[src/rtl/multi_delay_timer_if.sv]
// Bundle of per-channel start/cancel/delay requests and timer status flags.
// The master drives requests and the slave (the timer) drives status.
interface multi_delay_timer_if #(
  parameter int NUM_CH = 4,
  parameter int UNIT_W = 8
);
  logic [NUM_CH-1:0]        start;
  logic [NUM_CH-1:0]        cancel;
  logic [NUM_CH*UNIT_W-1:0] units;
  logic [NUM_CH-1:0]        enable;
  logic [NUM_CH-1:0]        busy;
  logic                     any_busy;
  logic [NUM_CH-1:0]        reject;
  logic [NUM_CH*UNIT_W-1:0] remaining;

  modport master (
    output start, cancel, units,
    input  enable, busy, any_busy, reject, remaining
  );

  modport slave (
    input  start, cancel, units,
    output enable, busy, any_busy, reject, remaining
  );
endinterface

[src/rtl/multi_delay_timer.sv]
// Bank of independent delay timers; each channel counts a captured number of
// "minutes" of TICKS_PER_UNIT clocks and pulses enable in its final cycle.
module multi_delay_timer #(
  parameter int NUM_CH         = 4,
  parameter int UNIT_W         = 8,
  parameter int TICKS_PER_UNIT = 12500000,
  parameter int EXCLUSIVE      = 0
) (
  input logic clk,
  input logic reset,
  multi_delay_timer_if.slave bus
);

  localparam int PW = (TICKS_PER_UNIT > 1) ? $clog2(TICKS_PER_UNIT) : 1;
  localparam logic [PW-1:0] PRE_MAX = PW'(TICKS_PER_UNIT - 1);

  localparam logic [0:0] IDLE = 1'b0;
  localparam logic [0:0] RUN  = 1'b1;

  logic [NUM_CH-1:0]        want;
  logic [NUM_CH-1:0]        grant;
  logic [NUM_CH-1:0]        busy_w;
  logic [NUM_CH-1:0]        enable_w;
  logic [NUM_CH-1:0]        reject_w;
  logic [NUM_CH*UNIT_W-1:0] remaining_w;

  // In exclusive mode nothing starts while any channel is busy (its enable
  // cycle included), and the lowest requesting index wins the arbitration.
  always_comb begin
    grant = want;
    if (EXCLUSIVE != 0) begin
      grant = (|busy_w) ? '0 : (want & (~want + NUM_CH'(1)));
    end
  end

  genvar i;
  generate
    for (i = 0; i < NUM_CH; i++) begin : g_ch
      logic [0:0]        state;
      logic [PW-1:0]     pres;
      logic [UNIT_W-1:0] cnt;
      logic              rej;
      logic [UNIT_W-1:0] unit_in;
      logic              wrap;
      logic              last;

      assign unit_in = bus.units[i*UNIT_W +: UNIT_W];
      assign want[i] = (state == IDLE) && bus.start[i] && !bus.cancel[i] &&
                       (unit_in != '0);
      assign wrap    = (pres == PRE_MAX);
      assign last    = (state == RUN) && wrap && (cnt == UNIT_W'(1));

      assign busy_w[i]                        = (state == RUN);
      assign enable_w[i]                      = last;
      assign reject_w[i]                      = rej;
      assign remaining_w[i*UNIT_W +: UNIT_W]  = cnt;

      // A refused start is any idle, uncancelled request that was not granted,
      // whether for a zero delay or for losing exclusive arbitration.
      always_ff @(posedge clk or posedge reset) begin
        if (reset) begin
          state <= IDLE;
          pres  <= '0;
          cnt   <= '0;
          rej   <= 1'b0;
        end else begin
          rej <= (state == IDLE) && bus.start[i] && !bus.cancel[i] && !grant[i];
          if (state == IDLE) begin
            if (grant[i]) begin
              state <= RUN;
              pres  <= '0;
              cnt   <= unit_in;
            end
          end else if (bus.cancel[i] || last) begin
            state <= IDLE;
            pres  <= '0;
            cnt   <= '0;
          end else if (wrap) begin
            pres <= '0;
            if (cnt != '0) cnt <= cnt - UNIT_W'(1);
          end else begin
            pres <= pres + PW'(1);
          end
        end
      end
    end
  endgenerate

  assign bus.busy      = busy_w;
  assign bus.any_busy  = |busy_w;
  assign bus.enable    = enable_w;
  assign bus.reject    = reject_w;
  assign bus.remaining = remaining_w;

endmodule

[src/flat_wrapper.sv]
// flat-port wrapper written by rule: the top's interface ports become plain ports
module multi_delay_timer_flat 
#(
  parameter int NUM_CH         = 4,
  parameter int UNIT_W         = 8,
  parameter int TICKS_PER_UNIT = 12500000,
  parameter int EXCLUSIVE      = 0
)
  (clk, reset, bus_start, bus_cancel, bus_units, bus_enable, bus_busy, bus_any_busy, bus_reject, bus_remaining);
  multi_delay_timer_if #(.NUM_CH(NUM_CH), .UNIT_W(UNIT_W)) bus_i ();
  input logic clk;
  input logic reset;
  input wire logic [$bits(bus_i.start)-1:0] bus_start;
  input wire logic [$bits(bus_i.cancel)-1:0] bus_cancel;
  input wire logic [$bits(bus_i.units)-1:0] bus_units;
  output wire logic [$bits(bus_i.enable)-1:0] bus_enable;
  output wire logic [$bits(bus_i.busy)-1:0] bus_busy;
  output wire logic [$bits(bus_i.any_busy)-1:0] bus_any_busy;
  output wire logic [$bits(bus_i.reject)-1:0] bus_reject;
  output wire logic [$bits(bus_i.remaining)-1:0] bus_remaining;
  assign bus_i.start = bus_start;
  assign bus_i.cancel = bus_cancel;
  assign bus_i.units = bus_units;
  assign bus_enable = bus_i.enable;
  assign bus_busy = bus_i.busy;
  assign bus_any_busy = bus_i.any_busy;
  assign bus_reject = bus_i.reject;
  assign bus_remaining = bus_i.remaining;
  multi_delay_timer #(.NUM_CH(NUM_CH), .UNIT_W(UNIT_W), .TICKS_PER_UNIT(TICKS_PER_UNIT), .EXCLUSIVE(EXCLUSIVE)) u_core (.clk(clk), .reset(reset), .bus(bus_i));
endmodule
[config.mk]
export PLATFORM = sky130hd
export DESIGN_NAME = multi_delay_timer_flat
export DESIGN_NICKNAME = d
export VERILOG_FILES = /design/src/rtl/multi_delay_timer_if.sv /design/src/rtl/multi_delay_timer.sv /design/src/flat_wrapper.sv
export SDC_FILE = /design/constraint.sdc
export NUM_CORES = 1
export LEC_CHECK = 0
export BUFFER_PORTS_ARGS = -buffer_cell sky130_fd_sc_hd__buf_2
export CORE_MARGIN = 2
export CORE_UTILIZATION = 60
export CTS_CLUSTER_DIAMETER = 80
export DETAILED_ROUTE_END_ITERATION = 16
export GPL_ROUTABILITY_DRIVEN = 1
export GPL_TIMING_DRIVEN = 0
export PLACE_DENSITY = 0.81
export SLEW_MARGIN = 20
export SYNTH_ARGS = -nofsm -noshare
export SYNTH_HDL_FRONTEND = slang
export SYNTH_SLANG_ARGS = --single-unit
[constraint.sdc]
create_clock -name clk -period 6.1 [get_ports clk]
set_input_delay 0.915 -clock clk [delete_from_list [all_inputs] [get_ports clk]]
set_output_delay 0.915 -clock clk [all_outputs]
set_load 0.005 [all_outputs]
==> Word-level counts from Yosys, hierarchy flattened <==
Cells that the tools add are included.
{ "word_totals": {"regBits": 136, "in_bits": 42, "out_inout_bits": 45, "word_cells": 145} }
{ "classes": {"addsub": 8, "eq_ne": 16, "mux": 48, "bitwise_logic": 4, "reduce_logical": 53} }
{ "op_table": {"columns": ["cell", "count"], "rows": [
  ["$mux 24", 16],
  ["$mux 8", 20],
  ["$add 24x1->24 const B", 4],
  ["$eq 24x24->1 const B", 4],
  ["$reduce_bool 8->1", 8],
  ["$eq 8x1->1 const B", 4],
  ["$sub 8x1->8 const B", 4],
  ["$logic_and 1x1->1", 24],
  ["$ne 3x3->1 const B", 8],
  ["$mux 1", 12],
  ["$reduce_and 3->1", 4],
  ["$logic_not 1->1", 8],
  ["$reduce_bool 2->1", 4],
  ["$logic_or 1x1->1", 4],
  ["$not 1->1", 4],
  ["$reduce_or 4->1", 1]
]} }

==> Logic depth before layout (Yosys ltp) <==
{ "logic_depth": {"word_depth": 6, "depth_mapped": 8, "ltp_nobuf": 7} }

==> Worst setup path before layout <==
Ideal clock, no wire load.
{ "synth_timing": {"kind": "input -> register", "start": "input bus_units[14]", "end": "register u_core.g_ch[1].cnt[0]", "setup_time_ns": 0.125, "t_arrival_ns": 2.446, "required_time_ns": 5.975, "slack_ns": 3.529, "stages": 6, "path_buffers": 1, "cell_sequence": "nor4_1 -> a21oi_1 -> a21oi_1 -> and2_1 -> clkbuf_1 -> mux2_2"} }
{ "synth_via": {"elab_chain_cells": 4} }
{ "synth_rtl": {"columns": ["element", "line", "source"], "rows": [
  ["from (decl)", "flat_wrapper.sv:15", "input wire logic [$bits(bus_i.units)-1:0] bus_units;"],
  ["$reduce_bool 8->1", "multi_delay_timer.sv:49", "(unit_in != '0);"],
  ["$logic_and 1x1->1", "multi_delay_timer.sv:48", "assign want[i] = (state == IDLE) && bus.start[i] && !bus.cancel[i] &&"],
  ["$reduce_bool 2->1 (no source line)", null, null],
  ["$reduce_and 3->1 (no source line)", null, null],
  ["to (signal assigned)", "multi_delay_timer.sv:72", "cnt <= unit_in;"],
  ["to (signal assigned)", "multi_delay_timer.sv:80", "if (cnt != '0) cnt <= cnt - UNIT_W'(1);"],
  ["to (decl)", "multi_delay_timer.sv:41", "logic [UNIT_W-1:0] cnt;"]
]} }
No other way between the ends.
A chain may end at the register's enable or synchronous reset.

==> Worst setup path in the final report <==
{ "layout_timing": {"start": "register u_core.g_ch[3].cnt[3]", "end": "output bus_enable[3]"} }
{ "layout_via": {"elab_chain_cells": 2} }
{ "layout_rtl": {"columns": ["element", "line", "source"], "rows": [
  ["from (decl)", "multi_delay_timer.sv:41", null],
  ["from (signal assigned)", "multi_delay_timer.sv:72", null],
  ["from (signal assigned)", "multi_delay_timer.sv:80", null],
  ["$eq 8x1->1", "multi_delay_timer.sv:51", "assign last = (state == RUN) && wrap && (cnt == UNIT_W'(1));"],
  ["$logic_and 1x1->1", "multi_delay_timer.sv:51", null],
  ["to (decl)", "flat_wrapper.sv:16", "output wire logic [$bits(bus_i.enable)-1:0] bus_enable;"]
]} }
No other way between the ends.

==> results by stage <==
Timing:
- The maximum clock skew at final layout is 0.00622 ns.
- The clock period could shrink to roughly 3.3 ns.
- For the pin with the worst max-slew slack, the measured transition is 0.997 ns.
- The smallest hold slack is 0.500 ns.
- Setup total negative slack on the finished layout was measured at 0 ns.
- Setup repair after global routing left no endpoint under its margin.
- Based on the critical path, the design can be clocked at up to 305 MHz.
- In this run the tightest slew margin relative to its limit is 32.9%.
- The number of pins exceeding their max-slew limit in the final report is 0.
- The worst setup slack after layout is between 2 and 3 ns.
- The final period utilization is 53.8%.
- The number of hold-slack violations in the final timing report was 0.
- Setup violations remaining at the end of the flow were counted as 0.

Route:
- In this run the remaining antenna-violating nets after routing total 0.
- The first detailed-routing pass ran for 8 iterations.
- In the routed layout, each cell is associated on average with a via count of 6.53.
- The wire length on met2 is slightly above 10 mm.
- The number of DRC violations after detailed routing is 0.
- The detailed router placed 8,231 vias in this run.
- The number of DRC markers after the initial detailed-route iteration is 939.
- After detailed routing, the total wire length is 22.1 mm.
- The routed length on met1 is between 9 and 10 mm.
- Detailed routing placed a total of 1.64 mm of wire on met3.
- The uppermost metal layer occupied by signal nets is met4.
- The routed length per placed instance is 17.6 µm.

Worst setup path:
- The kind of launch point of the worst setup path is a register.
- The standard cell with the maximum stage delay on the critical path is sky130_fd_sc_hd__or4_1.
- The setup path with the least slack is of type reg2out.
- STA puts the critical path data required time at roughly 5.2 ns.
- Data arrives at the worst endpoint at 2.37 ns.
- The category of the worst setup path capture point is an output port.
- Traced cell by cell, the critical path runs through or4_1 > nor4_2 > and3_1 > buf_4 > buf_2.
- Grouping stages by cell kind, the critical path spends the most delay in simple AND/OR/NAND/NOR gates.
- The peak fanout along the critical path is 6.
- Together, buffers and inverters on the worst path number 2.
- For this run, the slowest stage of the critical path takes approximately 0.63 ns.

Die:
- The die is 123 µm tall.
- The top-level I/O count is 87.
- From left edge to right edge, the die measures 123 µm.
- The core area is approximately 0.014 mm².
- The starting density of the core is 61.1%.
- The floorplan has 43 rows.
- The area of the die is around 0.015 mm².

Clocking:
- The number of clock buffers added by TritonCTS is 17.
- After clock tree synthesis, the repair step resized 0 gates.
- The H-tree generated during clock tree synthesis spans 4 levels.
- The CTS root buffer is sky130_fd_sc_hd__clkbuf_16.
- The TritonCTS sink count is 136.
- The register clock-pin slew on the reported worst setup and hold paths is 0.06 ns.
- The TritonCTS clock tree is yes.
- The later-pin clock latency in the skew report is around 0.43 ns.
- In this run, post-CTS hold repair placed 0 buffers.
- In this run the deepest clock path goes through 2 buffers.
- The count of buffers added by post-CTS timing repair for setup is 0.

Synthesis:
- The synthesized netlist contains 69 unique library cells.
- The post-synthesis instance area is 0.00845 mm².
- The number of synthesis warnings is 0.
- The share of the synthesized area in the top cell type is 40.3%.
- In the synthesized netlist the dominant register cell turns out to be sky130_fd_sc_hd__dfrtp_1.
- The share of synthesized registers carrying an async set or reset is 100%.
- By area the synthesized netlist is led by sky130_fd_sc_hd__dfrtp_1 (40%), sky130_fd_sc_hd__nand3_1 (4.2%), sky130_fd_sc_hd__o21ai_0 (3.9%), sky130_fd_sc_hd__nand2_1 (3.5%), sky130_fd_sc_hd__a21oi_1 (3.1%).
- The cell taking the most area after synthesis is sky130_fd_sc_hd__dfrtp_1.
- Synthesis produced 962 cells.
- The commonest cells after synthesis are sky130_fd_sc_hd__dfrtp_1 (136), sky130_fd_sc_hd__nand2_1 (78), sky130_fd_sc_hd__nand3_1 (71).
- The most frequently used cell type in the post-synthesis netlist is sky130_fd_sc_hd__dfrtp_1.
- For this run, the register share of the synthesized area comes to 40.3%.
- The synthesized flop and latch total is roughly 140.
- The number of enable-type register cells in the synthesized netlist is 0.
- A synthesized cell averages 8.78 µm².
- The synthesized netlist net count is 1,020.

Finish:
- The number of nets in the final layout is 1,126.
- The post-route netlist has 14.7% of its cells at a drive strength greater than 1.
- The number of standard cells in the final layout excluding fillers is 1,260.
- The antenna diode count is 0.
- The growth of design area from synthesis to finish is 15.5%.
- With fillers left out, the area of the finished cells amounts to about 0.0098 mm².

Min path:
- The min-delay analysis places its worst path in the category reg2reg.

Place:
- In this run the cell area measured after placement is 0.00914 mm².
- After legalization and detailed placement, the total HPWL measured around 15 mm.
- The setup slack after placement is 3.09 ns.
- Routability-driven placement finished with a final weighted congestion of 0.928.
- The placed cell count is 1,229.
- Port buffering added 86 buffers.

GRT:
- Entering global routing, the biggest net connects 84 pins.
- The total overflow left after global routing is 0.
- The number of antenna violations at the first check in global routing is 0.
- The total track usage is 30.4%.
- The number of global-route vias before repair is 7,478.
- The first global-routing pass estimated roughly 36 mm of wire.

Run:
- The max-capacitance violation count is 0.

Run status:
- The run finished with clean final reports.

Power and ir drop:
- The worst-case vdd ir drop is approximately 0.22 mV.
- In this run the power density over the cells is 279 mW/mm².
- The standby leakage power is 0.00418 µW.
[layout by cell type (no fill, tap or decap), types with 9 or more instances in the layout]
master	Yosys	final
sky130_fd_sc_hd__and4_1	19	19
sky130_fd_sc_hd__o221ai_1	9	9
sky130_fd_sc_hd__nor4_1	29	28
sky130_fd_sc_hd__xor2_1	17	17
sky130_fd_sc_hd__nand2_1	78	78
sky130_fd_sc_hd__a211oi_1	13	13
sky130_fd_sc_hd__nand2b_1	13	13
sky130_fd_sc_hd__buf_2	5	91
sky130_fd_sc_hd__a22o_1	24	24
sky130_fd_sc_hd__a21o_1	15	15
sky130_fd_sc_hd__nand3_1	71	71
sky130_fd_sc_hd__buf_4	12	12
sky130_fd_sc_hd__o22ai_1	15	15
sky130_fd_sc_hd__or3_1	13	13
sky130_fd_sc_hd__o21ai_0	66	66
sky130_fd_sc_hd__nor3_1	33	33
sky130_fd_sc_hd__clkbuf_16	0	17
sky130_fd_sc_hd__clkbuf_1	31	33
sky130_fd_sc_hd__a21oi_1	52	52
sky130_fd_sc_hd__dfrtp_1	136	136
sky130_fd_sc_hd__inv_1	51	50
sky130_fd_sc_hd__a31oi_1	15	15
sky130_fd_sc_hd__nand4_1	34	34
sky130_fd_sc_hd__ha_1	16	16
sky130_fd_sc_hd__mux2i_1	19	19
sky130_fd_sc_hd__nor2_1	41	41
sky130_fd_sc_hd__and3_1	25	25
[power breakdown]
group	switching, µW	internal, µW	total, µW
Clock	381	698	1080
Sequential	119	976	1090
Combinational	326	225	551
Total	826	1900	2720
[per-stage QoR]
step | utilization, % | total power (µW)
3_5_place_dp | 66.1 | 1640
3_3_place_gp | 65.8 | 1620
5_1_grt | 70.5 | 2850
6_report | 70.5 | 2720
4_1_cts | 70.5 | 2720
2_1_floorplan | - | 1430
[path summary, 6_finish.rpt]
path / startpoint / endpoint / slack (ns) / cells past startpoint
max in group asynchronous: reset / u_core.g_ch[3].pres[19]$_DFFE_PP0P_ / 4.87 / 3
worst min-delay path: u_core.g_ch[1].pres[21]$_DFFE_PP0P_ / u_core.g_ch[1].pres[21]$_DFFE_PP0P_ / 0.50 / 1
worst max-delay path: u_core.g_ch[3].cnt[3]$_DFFE_PP0P_ / bus_enable[3] / 2.82 / 5
min in group asynchronous: reset / u_core.g_ch[0].pres[9]$_DFFE_PP0P_ / 0.51 / 2
worst min register to register: u_core.g_ch[1].pres[21]$_DFFE_PP0P_ / u_core.g_ch[1].pres[21]$_DFFE_PP0P_ / 0.50 / 1
worst max register to register: u_core.g_ch[0].state$_DFF_PP0_ / u_core.g_ch[0].pres[14]$_DFFE_PP0P_ / 3.30 / 7
[flip-flops by register name, summed over array words and instances, names as in the netlist]
signal	cells
u_core.g_ch.cnt	32
u_core.g_ch.state	4
u_core.g_ch.rej	4
u_core.g_ch.pres	96
[layout make-up]
class / instances / area, µm²
fill: 1071 / 4070
tap: 180 / 225
timing repair buffer: 87 / 458
buffer: 51 / 250
clock buffer: 21 / 460
inverter: 54 / 210
clock inverter: 10 / 150
sequential: 136 / 3400
multi-input combinational: 721 / 4600
[cells by family (layout without fill, tap and decap cells)]
| logic type | count (synthesis) | after routing | synth area share (%) |
|---|---|---|---|
| AO/OA/AOI/OAI | 249 | 249 | 19.3 |
| buffers and inverters | 105 | 223 | 5.36 |
| adder cells (fa/ha/maj) | 16 | 16 | 2.37 |
| multiplexers | 28 | 28 | 3.54 |
| AND/OR/NAND/NOR | 404 | 404 | 26.7 |
| flip-flops | 136 | 136 | 40.3 |
| XOR/XNOR | 24 | 24 | 2.49 |
[routing by layer]
layer / vias to the layer above / track usage, %
li1: 3844 / -
met1: 3936 / 42.3
met2: 404 / 47.6
met3: 47 / 5.81
met4: 0 / 10.8
met5: - / 0
No activity file was read; power rests on OpenSTA's default activity.
